===== src/rtl/alu_share_arbiter.sv =====
// alu_share_arbiter: round-robin sharing of one combinational ALU between two clients
// Ports:
//   clk_i, rst_i                   clock (rising edge), synchronous active-high reset
//   req_i[1:0]                     per-client request
//   src1_n_i, src2_n_i, ctrl_n_i   client n operands and ALU ctrl
//   gnt_o[1:0]                     one-hot: client operands sampled this cycle
//   done_o[1:0]                    one-hot: result_o/zero_o valid for that client
//   result_o, zero_o               captured ALU result and zero flag
//   busy_o                         high whenever an operation is in flight
//   alu_src1_o, alu_src2_o, alu_ctrl_o   registered operands to the ALU
//   alu_result_i, alu_zero_i       combinational ALU response
module alu_share_arbiter #(
    parameter int DATA_W = 32,
    parameter int CTRL_W = 4
) (
    input  logic              clk_i,
    input  logic              rst_i,
    input  logic [1:0]        req_i,
    input  logic [DATA_W-1:0] src1_0_i,
    input  logic [DATA_W-1:0] src2_0_i,
    input  logic [CTRL_W-1:0] ctrl_0_i,
    input  logic [DATA_W-1:0] src1_1_i,
    input  logic [DATA_W-1:0] src2_1_i,
    input  logic [CTRL_W-1:0] ctrl_1_i,
    output logic [1:0]        gnt_o,
    output logic [1:0]        done_o,
    output logic [DATA_W-1:0] result_o,
    output logic              zero_o,
    output logic              busy_o,
    output logic [DATA_W-1:0] alu_src1_o,
    output logic [DATA_W-1:0] alu_src2_o,
    output logic [CTRL_W-1:0] alu_ctrl_o,
    input  logic [DATA_W-1:0] alu_result_i,
    input  logic              alu_zero_i
);
    typedef enum logic [1:0] {IDLE, EXEC, DONE} state_t;
    state_t state;
    logic   prio;
    logic   owner;
    logic   win;
    // The grant must name the cycle the operands are sampled, so it is decoded
    // from the registered state rather than registered itself.
    always_comb begin
        win   = (req_i == 2'b11) ? prio : req_i[1];
        gnt_o = (state == IDLE && !rst_i && req_i != 2'b00) ? (win ? 2'b10 : 2'b01) : 2'b00;
    end
    assign busy_o = (state != IDLE);
    always_ff @(posedge clk_i) begin
        if (rst_i) begin
            state      <= IDLE;
            prio       <= 1'b0;
            owner      <= 1'b0;
            done_o     <= 2'b00;
            result_o   <= '0;
            zero_o     <= 1'b0;
            alu_src1_o <= '0;
            alu_src2_o <= '0;
            alu_ctrl_o <= '0;
        end else begin
            case (state)
                IDLE: begin
                    done_o <= 2'b00;
                    if (req_i != 2'b00) begin
                        owner      <= win;
                        alu_src1_o <= win ? src1_1_i : src1_0_i;
                        alu_src2_o <= win ? src2_1_i : src2_0_i;
                        alu_ctrl_o <= win ? ctrl_1_i : ctrl_0_i;
                        state      <= EXEC;
                    end
                end
                EXEC: begin
                    result_o <= alu_result_i;
                    zero_o   <= alu_zero_i;
                    done_o   <= owner ? 2'b10 : 2'b01;
                    state    <= DONE;
                end
                DONE: begin
                    done_o <= 2'b00;
                    prio   <= ~owner;
                    state  <= IDLE;
                end
                default: begin
                    done_o <= 2'b00;
                    state  <= IDLE;
                end
            endcase
        end
    end
endmodule


===== config.mk =====
export PLATFORM = sky130hd
export DESIGN_NAME = alu_share_arbiter
export DESIGN_NICKNAME = d
export VERILOG_FILES = /design/src/rtl/alu_share_arbiter.sv
export SDC_FILE = /design/constraint.sdc
export NUM_CORES = 1
export LEC_CHECK = 0
export ABC_AREA = 1
export BUFFER_PORTS_ARGS = -buffer_cell sky130_fd_sc_hd__buf_2
export CAP_MARGIN = 40
export CORE_AREA = 2 2 114 116
export CTS_BUF_LIST = sky130_fd_sc_hd__clkbuf_4 sky130_fd_sc_hd__clkbuf_8 sky130_fd_sc_hd__clkbuf_16
export CTS_CLUSTER_DIAMETER = 40
export CTS_CLUSTER_SIZE = 25
export DETAILED_ROUTE_END_ITERATION = 12
export DIE_AREA = 0 0 116 118
export PLACE_DENSITY_LB_ADDON = 0.1
export SYNTH_ARGS = -nofsm -noshare
export SYNTH_HDL_FRONTEND = slang
export SYNTH_SLANG_ARGS = --single-unit

===== constraint.sdc =====
create_clock -name clk_i -period 1.25 [get_ports clk_i]
set_input_delay 0.125 -clock clk_i [delete_from_list [all_inputs] [get_ports clk_i]]
set_output_delay 0.125 -clock clk_i [all_outputs]
set_load 0.005 [all_outputs]

# Word-level counts from Yosys, hierarchy flattened
# Cells that the tools add are included.
# W data, S select, Z words.
# op_classes
eq_ne,4
n_mux,9
n_bitwise,2
n_reduce_logical,8
# ops
cell,count
$mux W32,2
$mux W2,4
$eq A2 B2 Y1 const B,2
$mux W4,1
$pmux W2 S2,1
$reduce_bool A2 Y1,2
$eq A2 B1 Y1 const B,1
$logic_and A1 B1 Y1,2
$logic_not A2 Y1,1
$ne A2 B1 Y1 const B,1
$not A1 Y1,2
$reduce_and A2 Y1,1
$reduce_or A2 Y1,1
$logic_not A1 Y1,1
$mux W1,1
# totals
reg_bits,107
in_bits,173
output_inout_bits,106
elab_cells,32

# Depth between registers and ports, before layout
# depth
ltp_word,4
depth_mapped,8
depth_no_buf,6

# Worst setup path before layout
# No wires, ideal clock.
# synth_timing
path_kind,reg2reg
start,reg state[0]
end,reg alu_src1_o[21]
setup_time_ns,0.111
t_arrival_ns,1.060
slack_ns,0.079
path_stages_with_launch,9
n_path_buf,2
period_less_slack_ns,1.171
path_cell_list,dfxtp_1 inv_1 nand2_1 nor2_2 buf_4 buf_6 nand2_1 nor2_1 nor2_1
# synth_between
elab_chain_len,2
# synth_rtl
item,line_no,text
start: declaration,37,state_t state;
start signal: assignment,50,state <= IDLE;
start signal: assignment,68,state <= EXEC;
start signal: assignment,75,state <= DONE;
$logic_not A2 Y1,60,case (state)
$reduce_and A2 Y1 (no source line),--,
end signal: assignment,65,alu_src1_o <= win ? src1_1_i : src1_0_i;
end: declaration,30,"output logic [DATA_W-1:0] alu_src1_o,"
# Every way passes these cells.
# A chain may end at the register's enable or synchronous reset.

# Final worst setup path
# layout_timing
start,reg state[0]
end,out gnt_o[1]
# layout_between
elab_chain_len,4
# layout_rtl
item,line_no,text
$logic_not A2 Y1,45,gnt_o = (state == IDLE && !rst_i && req_i != 2'b00) ? (win ? 2'b10 : 2'b01) : 2'b00;
$logic_and A1 B1 Y1 (2 in a row),45,
$mux W2,45,
end: declaration,25,"output logic [1:0] gnt_o,"
# Every way passes these cells.

==> results by group <==
Status
  – Status: complete, but fails checks
  – Failing checks: setup timing

Routing
  – Initial drt markers: 363
  – Vias: 6149
  – DR vias/cell: 4.469
  – DRC viols: 0
  – Routed WL: 16.27 mm
  – Final ANT Viol Nets: 0
  – Highest routed layer: met4
  – Met2 WL: 7.918 mm
  – WL/cell: 11.83 microns
  – Pre-antenna DRT Iters: 5
  – Metal-1 WL: 6.772 mm
  – Met3 wire length: 1.210 mm

Pwr
  – Worst ir drop on vdd: 0.7915 mV
  – Power Density: 1183 mW/mm^2
  – Pleak: 4.516 nW

Yosys
  – Syn Nets: 1079
  – Synth Instances: 906
  – Synthesized area per cell: 6.012 sq um
  – YS warnings: 0
  – Sequential area share after synthesis: 39.33%
  – Post-Syn Area: 0.005446 sq mm
  – Top cell type's share of synthesized area: 39.33%
  – Synth area leaders: dfxtp_1 39%, nand2_1 14%, nor2_1 14%
  – Largest area contributor in the netlist: dfxtp_1
  – Netlist cell types: 17
  – Yosys reg bits: 107

Cells and area
  – Fin area: 0.007943 sq mm
  – # nets final: 1372
  – Register Area: 0.002145 sq mm
  – Footprint of the multi-input gates: 0.002542 sq mm
  – Diodes inserted: 0
  – P&R area growth vs syn: 45.83%
  – Layout cell share with drive strength beyond 1: 29.07%
  – Core Util, Final: 63.98%
  – Final-layout fill cell count: 1201

Global route
  – First-pass GRT wire length: 25.19 mm
  – Tot GR Track Use: 22.75%
  – Grt ovf: 0
  – Number of global-route vias before repair: 5226
  – Largest net degree at the start of global routing: 64
  – Initial antenna violation count: 0

Clocking
  – Clk pin slew, worst setup/hold paths: 0.08 ns
  – Clock root cell: clkbuf_16
  – Num CTS Buffers: 9
  – CTS sink cnt: 107
  – CTS Buffer Depth: 2
  – Worst-skew pair later-pin latency: 0.35 ns
  – H-tree Lvls: 3
  – CTS tree: yes

Min path
  – Hold Path Class: in -> reg
  – HP Start: alu_result_i[25]
  – Hold Crit Depth: 3

Die
  – Die W: 116 microns
  – Initial Util: 43.87%
  – Num rows: 41
  – Core area: 0.01241 sq mm
  – Die height: 118 microns
  – Die ar.: 0.01369 sq mm
  – I/O pin cnt: 279

Worst setup path
  – Worst Path Class, Setup: reg -> out
  – Register-to-Register Path Depth: 9
  – Worst setup SP type: flop
  – Crit path depth: 7
  – CP arrival: 1.28 ns
  – Critical path's largest stage delay: 0.33 ns
  – R2R Path Start: state[0]
  – WP buf/inv: 3
  – CP required: 1.12 ns
  – Slowest cell on crit path: dfxtp_2
  – Setup slack, reg-to-reg: -0.02 ns
  – Crit end category: primary output
  – Delay-heaviest family, CP: flip-flops
  – Crit-path cells: inv_2, nand2_4, nor2_4, nand2_4, buf_6, nor2_4, buf_6
  – CP startpoint: state[0]
  – Critical Path Fanout Max: 2

STA
  – Tcrit/Tclk final: 112.2%
  – Fmax: 713.1 MHz
  – Min Tclk post-route: 1.402 ns
  – PnR worst setup slack: -0.1523 ns
  – Slew headroom: 82.52%
  – Worst-Margin Slew: 0.2623 ns
  – Slew Limit Fails: 0
  – RSZ-0062 raised after global routing: yes
  – Final setup violation count: 12
  – Layout Skew: 0.008594 ns
  – Hold Vio Cnt, Final: 0

Run
  – Max Cap Viol: 0

Place
  – Half-perimeter wire length after placement: 11.02 mm
  – Routability cong.: 0.8092
  – Buffers on Ports: 278
  – Placed instance area: 0.007112 sq mm
[worst register-to-register path: cells and delay by family (launching register included)]
kind / cells / cell delay [ns]
buffers and inverters: 4 / 0.49
DFF: 1 / 0.33
and+or+nand+nor: 5 / 0.35
[metal layers]
layer	vias up	GRT usage, %
met4	0	8.631
met5	-	0
met2	205	37.61
li1	3291	-
met1	2622	28.74
met3	31	4.943
[final timing paths]
path / end
max: gnt_o[1]
min: result_o[25]
max reg2reg: alu_src2_o[28]
min reg2reg: prio
[Yosys cell counts]
library cell  number
a21oi_1           70
nor2_1           207
nand2_1          208
o21ai_2            1
buf_2             40
o21ai_1            1
inv_2              1
nor3_1             2
buf_6              1
dfxtp_1          107
nor2_2             1
nand3_1           70
clkbuf_1          15
buf_4              5
buf_1              1
o21ai_0           34
inv_1            142
[cell usage in the layout, fill, tap and decap left out, drive strengths merged]
| master | instances |
|---|---|
| clkinvlp | 1 |
| a21oi | 70 |
| dlygate4sd3 | 33 |
| dfxtp | 107 |
| nand2 | 208 |
| clkinv | 1 |
| nor2 | 208 |
| clkbuf | 12 |
| nand3 | 70 |
| nor3 | 2 |
| buf | 309 |
| inv | 147 |
| o21ai | 36 |
[logic make-up after synthesis]
kind of cell           synth area share (%)
AO/OA/AOI/OAI                         9.809
flip-flops                            39.33
buffers and inverters                 15.53
AND/OR/NAND/NOR                       35.33
[power breakdown]
part | total [W] | internal [W] | switching [W]
registers | 0.00394 | 0.00377 | 0.000165
clock network | 0.00286 | 0.00144 | 0.00142
logic | 0.00259 | 0.00122 | 0.00137
total | 0.00939 | 0.00644 | 0.00295
[registers in the layout, summed over array words and instances, names as in the netlist, 2 cells and up]
register,cells
alu_src1_o,32
alu_src2_o,32
result_o,32
alu_ctrl_o,4
done_o,2
state,2
[cell type report]
cell class                 count  share of cell area, %
multi-input combinational    594                  32.01
timing repair buffer         344                  27.69
sequential                   107                  27.00
inverter                     143                  6.821
clock buffer                  10                  2.930
tap                          172                  2.710
clock inverter                 6                 0.8349
[through the flow]
step	std cells	setup TNS (ns)	total power [W]	hold slack (ns)	setup WS, ns
after floorplan	906	0	0.005342	0.1941	0.07895
after global placement	1320	0	0.006376	0.3456	0.01781
after detailed placement	1320	0	0.006392	0.3517	0.009699
after CTS	1372	-0.7877	0.009401	-0.02356	-0.2004
after global routing	1376	-6.509	0.009977	0.02177	-0.2319
final	1376	-0.3423	0.009394	0.01164	-0.1523
[repair_timing]
item                       4_1_cts  5_1_grt
pin swaps                        2        3
cloned                           0        2
setup buffers                    5        2
gates resized for setup         16       19
setup endpoints to repair        4      108
hold buffers                    31        2
hold endpoints to repair        35        3
(Power assumes the default switching activity.)
